[src/rtl/logs_pkg.sv]
// logs_pkg: shared constants, helper functions and FSM state type for the logistic-map scheduler.
package logs_pkg;

   localparam int unsigned FRAC_DEFAULT = 8;

   typedef enum logic [1:0] {
      StIdle,
      StIssue,
      StWait,
      StOffer
   } sched_state_e;

   // Reset value of every voice's x: 1/16 in 0.FRAC format.
   function automatic int unsigned x_init_of(input int unsigned frac);
      return 32'd1 << (frac - 4);
   endfunction

   // Base r: 1 + 1/16 in 2.FRAC format.
   function automatic int unsigned initial_r_of(input int unsigned frac);
      return (32'd1 << frac) | (32'd1 << (frac - 4));
   endfunction

   // r must stay below 4.0; reaching it reloads the base value.
   function automatic int unsigned r_limit_of(input int unsigned frac);
      return 32'd4 << frac;
   endfunction

endpackage

[src/rtl/logs_tick_gen.sv]
// logs_tick_gen: free-running TICK_DIV counter producing a one-cycle tick, gated by enable.
module logs_tick_gen #(
   parameter int unsigned TICK_DIV = 30000
) (
   input  logic clk,
   input  logic reset,
   input  logic enable,
   output logic tick
);

   localparam int unsigned CW = (TICK_DIV > 1) ? $clog2(TICK_DIV) : 1;
   localparam logic [CW-1:0] LAST = CW'(TICK_DIV - 1);

   logic [CW-1:0] cnt_q;

   // Counter keeps running while disabled; only the tick output is gated.
   always_ff @(posedge clk or posedge reset) begin
      if (reset) begin
         cnt_q <= '0;
      end else if (cnt_q == LAST) begin
         cnt_q <= '0;
      end else begin
         cnt_q <= cnt_q + 1'b1;
      end
   end

   assign tick = enable && (cnt_q == LAST);

endmodule

[src/rtl/logs_map_sched.sv]
// logs_map_sched: round-robin scheduler time-sharing one logistic-map iterator across N_VOICE
// voices, offering each new x as a frequency update and sweeping r slowly between rounds.
// Build macro LOGS_SCHED_RESEED_EN: when defined, a zero iterator result is stored as X_INIT.
module logs_map_sched
   import logs_pkg::*;
#(
   parameter int unsigned N_VOICE       = 4,
   parameter int unsigned FRAC          = FRAC_DEFAULT,
   parameter int unsigned TICK_DIV      = 30000,
   parameter int unsigned MAP_LAT       = 2,
   parameter int unsigned R_STEP_ROUNDS = 16,
   parameter int unsigned R_SPREAD      = 16
) (
   input  logic                       clk,
   input  logic                       reset,
   input  logic                       enable,
   output logic                       map_valid,
   output logic [FRAC-1:0]            map_x,
   output logic [FRAC+1:0]            map_r,
   input  logic [FRAC-1:0]            map_next_x,
   output logic                       upd_valid,
   input  logic                       upd_ready,
   output logic [$clog2(N_VOICE)-1:0] upd_voice,
   output logic [FRAC-1:0]            upd_freq,
   output logic                       busy,
   output logic                       overrun
);

   localparam int unsigned VW  = $clog2(N_VOICE);
   localparam int unsigned RVW = FRAC + 2;
   localparam int unsigned LW  = FRAC + 3;
   localparam int unsigned WW  = $clog2(MAP_LAT + 1);
   localparam int unsigned RCW = $clog2(R_STEP_ROUNDS + 1);

   localparam logic [FRAC-1:0] X_INIT    = FRAC'(x_init_of(FRAC));
   localparam logic [RVW-1:0]  INITIAL_R = RVW'(initial_r_of(FRAC));
   localparam logic [LW-1:0]   R_LIMIT   = LW'(r_limit_of(FRAC));
   localparam logic [VW-1:0]   V_LAST    = VW'(N_VOICE - 1);
   localparam logic [WW-1:0]   W_LAST    = WW'(MAP_LAT - 1);
   localparam logic [RCW-1:0]  R_LAST    = RCW'(R_STEP_ROUNDS - 1);

   sched_state_e                      state_q, state_d;
   logic [VW-1:0]                     v_q, v_d;
   logic [WW-1:0]                     wait_q, wait_d;
   logic [RCW-1:0]                    round_q, round_d;
   logic                              pending_q, pending_d;
   logic                              overrun_q, overrun_d;
   logic [VW-1:0]                     upd_voice_q, upd_voice_d;
   logic [FRAC-1:0]                   upd_freq_q, upd_freq_d;
   logic [N_VOICE-1:0][FRAC-1:0]      x_q, x_d;
   logic [N_VOICE-1:0][RVW-1:0]       r_q, r_d;
   logic                              tick;
   logic [FRAC-1:0]                   cap;
   logic [LW-1:0]                     r_inc;

   logs_tick_gen #(
      .TICK_DIV(TICK_DIV)
   ) u_tick (
      .clk   (clk),
      .reset (reset),
      .enable(enable),
      .tick  (tick)
   );

   // State and register files; everything clears immediately on reset.
   always_ff @(posedge clk or posedge reset) begin
      if (reset) begin
         state_q     <= StIdle;
         v_q         <= '0;
         wait_q      <= '0;
         round_q     <= '0;
         pending_q   <= 1'b0;
         overrun_q   <= 1'b0;
         upd_voice_q <= '0;
         upd_freq_q  <= X_INIT;
         for (int unsigned i = 0; i < N_VOICE; i++) begin
            x_q[i] <= X_INIT;
            r_q[i] <= RVW'(initial_r_of(FRAC) + i * R_SPREAD);
         end
      end else begin
         state_q     <= state_d;
         v_q         <= v_d;
         wait_q      <= wait_d;
         round_q     <= round_d;
         pending_q   <= pending_d;
         overrun_q   <= overrun_d;
         upd_voice_q <= upd_voice_d;
         upd_freq_q  <= upd_freq_d;
         x_q         <= x_d;
         r_q         <= r_d;
      end
   end

   // Next-state, tick bookkeeping, r sweep and strobes.
   always_comb begin
      state_d     = state_q;
      v_d         = v_q;
      wait_d      = wait_q;
      round_d     = round_q;
      pending_d   = pending_q;
      overrun_d   = overrun_q;
      upd_voice_d = upd_voice_q;
      upd_freq_d  = upd_freq_q;
      x_d         = x_q;
      r_d         = r_q;
      cap         = map_next_x;
      r_inc       = '0;
      map_valid   = 1'b0;
      upd_valid   = 1'b0;
      busy        = 1'b1;

      // At most one tick is ever remembered; a second one is flagged.
      if (tick && pending_q) begin
         overrun_d = 1'b1;
      end
      if (tick && (state_q != StIdle)) begin
         pending_d = 1'b1;
      end

      unique case (state_q)
         StIdle: begin
            busy = 1'b0;
            if (tick || pending_q) begin
               pending_d = 1'b0;
               v_d       = '0;
               state_d   = StIssue;
            end
         end
         StIssue: begin
            map_valid = 1'b1;
            wait_d    = '0;
            state_d   = StWait;
         end
         StWait: begin
            if (wait_q == W_LAST) begin
`ifdef LOGS_SCHED_RESEED_EN
               // Keep voices off the x=0 fixed point.
               if (map_next_x == '0) begin
                  cap = X_INIT;
               end
`endif
               x_d[v_q]    = cap;
               upd_freq_d  = cap;
               upd_voice_d = v_q;
               state_d     = StOffer;
            end else begin
               wait_d = wait_q + 1'b1;
            end
         end
         StOffer: begin
            upd_valid = 1'b1;
            if (upd_ready) begin
               if (v_q == V_LAST) begin
                  state_d = StIdle;
                  if (round_q == R_LAST) begin
                     round_d = '0;
                     for (int unsigned i = 0; i < N_VOICE; i++) begin
                        r_inc  = {1'b0, r_q[i]} + 1'b1;
                        r_d[i] = (r_inc >= R_LIMIT) ? INITIAL_R : r_inc[RVW-1:0];
                     end
                  end else begin
                     round_d = round_q + 1'b1;
                  end
               end else begin
                  v_d     = v_q + 1'b1;
                  state_d = StIssue;
               end
            end
         end
         default: state_d = StIdle;
      endcase
   end

   assign map_x     = x_q[v_q];
   assign map_r     = r_q[v_q];
   assign upd_voice = upd_voice_q;
   assign upd_freq  = upd_freq_q;
   assign overrun   = overrun_q;

endmodule

[config.mk]
export PLATFORM = sky130hd
export DESIGN_NAME = logs_map_sched
export DESIGN_NICKNAME = d
export VERILOG_FILES = /design/src/rtl/logs_pkg.sv /design/src/rtl/logs_tick_gen.sv /design/src/rtl/logs_map_sched.sv
export SDC_FILE = /design/constraint.sdc
export NUM_CORES = 1
export LEC_CHECK = 0
export ABC_CLOCK_PERIOD_IN_PS = 3450
export BUFFER_PORTS_ARGS = -buffer_cell sky130_fd_sc_hd__buf_2
export CAP_MARGIN = 20
export CORE_MARGIN = 4
export CORE_UTILIZATION = 54
export CTS_BUF_LIST = sky130_fd_sc_hd__clkbuf_16
export CTS_CLUSTER_DIAMETER = 200
export DETAILED_ROUTE_END_ITERATION = 8
export PLACE_DENSITY = 0.76
export REMOVE_ABC_BUFFERS = 1
export SETUP_SLACK_MARGIN = 0.2
export SYNTH_ARGS = -nofsm -noshare
export SYNTH_HDL_FRONTEND = slang
export SYNTH_SLANG_ARGS = --single-unit
[constraint.sdc]
create_clock -name clk -period 3.45 [get_ports clk]
set_input_delay 0.69 -clock clk [delete_from_list [all_inputs] [get_ports clk]]
set_output_delay 0.69 -clock clk [all_outputs]
set_load 0.01 [all_outputs]
==> results of run 1 <==
-- layout make-up --
type / instances / area, um^2
multi-input combinational: 332 / 2741
timing repair buffer: 51 / 275.3
fill: 775 / 3928
inverter: 9 / 36.28
clock buffer: 9 / 225.2
tap: 136 / 170.2
clock inverter: 7 / 85.08
sequential: 110 / 2770
-- Yosys cell counts (2+ instances only) --
cell,n
a211o_1,3
a211oi_1,2
a21o_1,3
a21oi_1,4
and2_1,4
and3_1,2
buf_1,2
buf_2,6
buf_6,2
clkbuf_1,7
dfrtp_1,96
dfstp_2,14
ha_1,15
inv_1,9
mux2_2,44
mux2i_1,3
mux4_2,18
nand2_1,48
nand2b_1,12
nand3_1,28
nand4_1,9
nor2_1,27
nor2b_1,2
nor3_1,21
nor4_1,12
nor4_4,4
o21ai_0,8
o22a_1,4
xnor2_1,29
xor2_1,9
-- report_power, final --
part           total [mW]  switching, mW  internal (mW)
sequential           1.33         0.0117           1.31
clock                1.08          0.502          0.581
combinational      0.0838         0.0482         0.0356
-- through the flow --
stage | power [mW] | TNS (ns) | std cells
detailed placement | 1.437 | 0 | 638
floorplan | 1.399 | -11.44 | 451
finish | 2.493 | 0 | 654
CTS | 2.513 | 0 | 654
global placement | 1.432 | 0 | 638
global route | 2.584 | 0 | 654
-- sequential cells by signal, summed over array words and instances, names as in the netlist, 2 cells and up --
| register | count |
|---|---|
| upd_voice | 2 |
| upd_freq | 8 |
| v_q | 2 |
| x_q | 32 |
| u_tick.cnt_q | 15 |
| state_q | 2 |
| r_q | 40 |
| wait_q | 2 |
| round_q | 5 |
-- worst max-delay path, cell delays in order, from the launching register on --
cell,delay [ns]
dfrtp_1,0.35
buf_4,0.25
ha_1,0.25
and3_1,0.24
nand2_1,0.48
nor4_1,0.45
mux2_2,0.37
-- per-layer routing --
| layer | global-route usage | vias to the layer above | routed length [um] |
|---|---|---|---|
| met5 | 0 | - | 0 |
| met4 | 0.07652 | 0 | 188 |
| met3 | 0.04368 | 16 | 591 |
| met2 | 0.3319 | 84 | 5652 |
| met1 | 0.2688 | 1918 | 4863 |
| li1 | - | 1786 | - |
-- placed cells by master (no fill, tap or decap), drive strengths merged, types with 12 or more instances in the layout --
| cell | count |
|---|---|
| nor2 | 27 |
| dfstp | 14 |
| nor3 | 21 |
| nand2b | 12 |
| xnor2 | 29 |
| mux2 | 45 |
| buf | 51 |
| inv | 14 |
| nor4 | 17 |
| nand2 | 48 |
| mux4 | 18 |
| dfrtp | 96 |
| nand3 | 28 |
| ha | 15 |
-- worst paths after layout --
kind | startpoint | end | slack, ns | depth (start not counted)
max | v_q[0]$_DFFE_PP0P_ | r_q[8]$_DFFE_PP1P_ | 0.99 | 6
max reg2reg | v_q[0]$_DFFE_PP0P_ | r_q[8]$_DFFE_PP1P_ | 0.99 | 6
min in group asynchronous | reset | u_tick.cnt_q[13]$_DFF_PP0_ | 0.48 | 2
min | overrun$_DFFE_PP0P_ | overrun$_DFFE_PP0P_ | 0.46 | 1
max in group asynchronous | reset | r_q[15]$_DFFE_PP1P_ | 2.05 | 3
min reg2reg | overrun$_DFFE_PP0P_ | overrun$_DFFE_PP0P_ | 0.46 | 1
-- logic make-up after synthesis --
logic type / after synthesis / share of synthesized area
DFF: 110 / 0.4919
buffers and inverters: 26 / 0.02133
xor gates and xnor gates: 38 / 0.05910
adders and majority gates: 15 / 0.03333
muxes: 66 / 0.1673
AOI/OAI and AO/OA: 32 / 0.04355
and+or+nand+nor: 181 / 0.1835
==> run_results.csv, run 1 <==
group,metric,value,unit
floorplanning,initial_core_util,0.5504,
synth,synth_seq_cells,110,
cells_and_area,finalInstanceArea,6304,um^2
synth,synth-edff-count,0,
clocking,clock_tree.htree_level_count,3,
worst_setup_path,critical_path.endpoint_type,"flop",
sta,grt_setup_unrepaired,"no",
synth,post_synth_arst_share,1.000,
grt,first_global_vias,3800,
synth,synth.yosys.warnings,0,
power,leakagePower,2.763,nW
place,place.gp.congestion,0.8420,
grt,combined_global_route_utilization_of_all_metal_layers,0.2034,
clocking,cell_at_the_root_of_the_clock_tree,"clkbuf_16",
sta,setup_viol_count_final,0,
grt,global_route_wire_length_before_repair,18950,um
grt,antenna_found_initial,0,
routing,drt_pass1_iterations,4,
clocking,post_cts_resize_count,0,
worst_setup_path,timing.critical_path.from_type,"flop",
cells_and_area,post_route_cells_drive_above_1_share,0.3069,
floorplanning,num_io_pins,44,
routing,finalWirelength,11300,um
synth,netlist-cell-type-count,51,
clocking,postCtsSetupRepairBufs,0,
synth,synth.top_cell.area_share,0.4266,
synth,mappedNetlistArea,5632,um^2
sta,slew_headroom,0.4786,
routing,first_iter_violations,191,
sta,timing_worst_slew_pin_value,0.7801,ns
synth,synth.avg_cell_area,12.03,um^2
cells_and_area,antenna_cells_inserted,0,
place,dp.final_hpwl,7913,um
cells_and_area,flow.area_growth_from_synthesis,11.93,%
synth,yosys-top-cells-area,"dfrtp_1, mux2_2, mux4_2, dfstp_2, xnor2_1",
floorplanning,coreArea,10230,um^2
worst_setup_path,worstSetupPathType,"reg -> reg",
synth,synth_largest_area_cell,"dfrtp_1",
place,placed_inst_area,5993,um^2
place,io_buffers,43,
clocking,clk_latency,0.35,ns
cells_and_area,finish.net_count,540,
floorplanning,dieArea,12130,um^2
worst_hold_path,hold_class,"reg -> reg",
floorplanning,die_h,110.1,um
sta,finalClockSkew,0.008770,ns
clocking,cts_buffer_depth,2,
sta,finalCritPeriodShare,0.7132,
clocking,holdBufCountCts,0,
run_status,run_status,"finished, final reports clean",
worst_setup_path,crit_required,3.73,ns
routing,wl_per_cell,17.27,um
power,power.density,395.5,nW/um^2
sta,finalMaxSlewViolations,0,
clocking,cts.sinks,110,
place,dp_worst_setup_slack,1.000,ns
synth,synth.yosys.seq_area_share,0.4919,
clocking,path_clk_slew,0.08,ns
grt,global_route.overflow_total,0,
routing,drt.antenna.violating_nets,0,
cells_and_area,postLayoutCoreUtil,0.6161,
floorplanning,row_count,37,
sta,report.final.hold_viol_count,0,
synth,dominantRegCellSynth,"dfrtp_1",
grt,grt_max_degree,63,
clocking,clock_buffer_count_from_cts,9,
sta,finalHoldWorstSlack,0.4641,ns
synth,netlist_instances,468,
sta,layout_setup_ws,0.9894,ns
worst_setup_path,path_max_fanout,23,
power,ir_worst_vdd,0.3359,mV
routing,detail_route.vias_per_cell,5.817,
worst_setup_path,cp_data_arrival_time,2.74,ns
flow_run,max_cap_viol_count,0,
clocking,tritoncts,"done",
floorplanning,width_of_the_die,110.1,um
routing,drc,0,
routing,via_count,3804,
sta,fmax,0.4064,GHz
sta,period_needed,2.461,ns
(Power assumes the default switching activity.)
==> run 2: changes to the inputs <==
--- a/config.mk
+++ b/config.mk
@@ -5,15 +5,15 @@
 export SDC_FILE = /design/constraint.sdc
 export NUM_CORES = 1
 export LEC_CHECK = 0
-export ABC_CLOCK_PERIOD_IN_PS = 3450
+export ABC_CLOCK_PERIOD_IN_PS = 2400
 export BUFFER_PORTS_ARGS = -buffer_cell sky130_fd_sc_hd__buf_2
 export CAP_MARGIN = 20
 export CORE_MARGIN = 4
-export CORE_UTILIZATION = 54
+export CORE_UTILIZATION = 55
 export CTS_BUF_LIST = sky130_fd_sc_hd__clkbuf_16
 export CTS_CLUSTER_DIAMETER = 200
 export DETAILED_ROUTE_END_ITERATION = 8
-export PLACE_DENSITY = 0.76
+export PLACE_DENSITY = 0.74
 export REMOVE_ABC_BUFFERS = 1
 export SETUP_SLACK_MARGIN = 0.2
 export SYNTH_ARGS = -nofsm -noshare
==> constraint.sdc (replaced) <==
create_clock -name clk -period 2.4 [get_ports clk]
set_input_delay 0.48 -clock clk [delete_from_list [all_inputs] [get_ports clk]]
set_output_delay 0.48 -clock clk [all_outputs]
set_load 0.01 [all_outputs]
==> run 2 against run 1 <==
- wire length up 1.9%
- clock skew up 0.00074 ns
- combinational power increased by 47%
- register-to-register slack got worse by 0.58 ns
- largest power group unchanged
- critical path type is now reg -> out
- hold slack got worse by 0.40 ns
- via count increased by 0.26%
- first-iteration DRC count increased by 29%
- count of clock-buffer cells in the layout unchanged
- power is 41% higher
==> run_results.csv, run 2 (same netlist as run 1, synthesis figures left out) <==
group,metric,value,unit
cells_and_area,layout_top_registers,"r_q: 40 flops, x_q: 32 flops, u_tick.cnt_q: 15 flops",
worst_hold_path,hold_class,"in -> async",
grt,global_route.overflow_total,0,
clocking,tritoncts,"done",
floorplanning,die_h,109.2,um
floorplanning,row_count,36,
worst_setup_path,worstSetupPathType,"reg -> out",
sta,period_needed,2.131,ns
cells_and_area,layout_common_cells,"dfrtp_1, nand2_1, mux2_2, buf_2, xnor2_1",
routing,detail_route.vias_per_cell,5.823,
power,leakagePower,2.788,nW
floorplanning,width_of_the_die,109.2,um
clocking,clock_buffer_count_from_cts,9,
sta,finalClockSkew,0.009506,ns
cells_and_area,stdcell_count,655,
routing,finalWirelength,11510,um
clocking,clock_tree.htree_level_count,3,
grt,global_route_wire_length_before_repair,19250,um
sta,report.final.hold_viol_count,0,
place,place.gp.congestion,0.8192,
sta,finalCritPeriodShare,0.8879,
worst_setup_path,crit_required,1.92,ns
worst_setup_path,path_max_fanout,12,
grt,grt_max_degree,68,
cells_and_area,largest_reg_flops,40,
clocking,clk_latency,0.36,ns
clocking,postCtsSetupRepairBufs,0,
worst_setup_path,timing.critical_path.from_type,"flop",
cells_and_area,regMostFlops,"r_q",
sta,tns,0,ns
sta,timing_worst_slew_pin_value,0.5352,ns
sta,fmax,0.4693,GHz
floorplanning,initial_core_util,0.5709,
cells_and_area,post_route_cells_drive_above_1_share,0.3161,
worst_setup_path,cp_data_arrival_time,1.65,ns
sta,layout_setup_ws,0.2691,ns
routing,drt_pass1_iterations,4,
floorplanning,dieArea,11920,um^2
clocking,path_clk_slew,0.08,ns
place,dp_worst_setup_slack,0.2565,ns
sta,finalMaxSlewViolations,0,
cells_and_area,finish.net_count,544,
place,dp.cells,638,
flow_run,max_cap_viol_count,0,
grt,antenna_found_initial,0,
power,power.density,552.6,nW/um^2
clocking,cell_at_the_root_of_the_clock_tree,"clkbuf_16",
run_status,run_status,"finished, final reports clean",
power,ir_worst_vdd,0.3896,mV
routing,drc,0,
routing,drt.antenna.violating_nets,0,
clocking,cts.sinks,110,
floorplanning,coreArea,9864,um^2
place,io_buffers,43,
worst_setup_path,critical_path.endpoint_type,"output port",
sta,setup_viol_count_final,0,
cells_and_area,antenna_cells_inserted,0,
routing,wl_per_cell,17.57,um
grt,first_global_vias,3911,
clocking,holdBufCountCts,0,
routing,via_count,3814,
place,dp.final_hpwl,7972,um
sta,slew_headroom,0.6423,
cells_and_area,final_common_cell,"dfrtp_1",
sta,grt_setup_unrepaired,"yes",
routing,first_iter_violations,247,
floorplanning,num_io_pins,44,
clocking,cts_buffer_depth,2,
cells_and_area,flow.area_growth_from_synthesis,13.11,%
grt,combined_global_route_utilization_of_all_metal_layers,0.2094,
run 2: critical path, cell delays in order, from the launching register on:
cell and delay [ns]:
dfrtp_2 0.43, buf_12 0.18, mux4_2 0.53, buf_2 0.16
run 2: layout make-up:
type / count / area, um^2
Fill cell: 719 / 3495
Sequential cell: 110 / 2771
Multi-Input combinational cell: 332 / 2745
Timing Repair Buffer: 55 / 347.8
Clock buffer: 9 / 225.2
Tap cell: 133 / 166.4
Clock inverter: 7 / 77.57
Inverter: 9 / 36.28
run 2: worst paths after layout:
path / from / end / cells after the start / slack (ns)
max: v_q[0]$_DFFE_PP0P_ / map_x[4] / 3 / 0.27
max in group asynchronous: reset / upd_freq[4]$_DFFE_PP1P_ / 3 / 1.67
max reg2reg: v_q[0]$_DFFE_PP0P_ / r_q[39]$_DFFE_PP0P_ / 6 / 0.41
min reg2reg: overrun$_DFFE_PP0P_ / overrun$_DFFE_PP0P_ / 1 / 0.47
min in group clk: enable / overrun$_DFFE_PP0P_ / 2 / 0.38
min: reset / r_q[1]$_DFFE_PP0P_ / 2 / 0.06
run 2: stage by stage:
step,util,power [mW],hold WS (ns),cell area [um^2]
floorplan,-,2.011,0.4498,5545
global placement,0.6107,2.063,0.4424,6025
detailed placement,0.6107,2.069,0.4460,6025
CTS,0.6427,3.562,0.06140,6340
global route,0.6457,3.650,0.06817,6370
finish,0.6457,3.520,0.06226,6370
run 2: where the power goes:
group / switching [mW] / total [mW] / internal, mW
Sequential: 0.0159 / 1.91 / 1.89
Combinational: 0.0698 / 0.123 / 0.0536
Clock: 0.749 / 1.49 / 0.741
Total: 0.835 / 3.52 / 2.68
run 2: repair_timing:
| item | 4_1_cts | 5_1_grt |
|---|---|---|
| setup endpoints to repair | 18 | 20 |
| gates cloned | 0 | 1 |
| resized for setup | 3 | 3 |
| hold endpoints to repair | 0 | 0 |
| pin swaps | 0 | 0 |
run 2: per-layer routing:
metal | vias to the layer above | wire (um) | track usage
li1 | 1787 | - | -
met1 | 1923 | 5113 | 0.2842
met2 | 88 | 5686 | 0.3346
met3 | 16 | 537 | 0.04559
met4 | 0 | 172 | 0.07391
met5 | - | 0 | 0
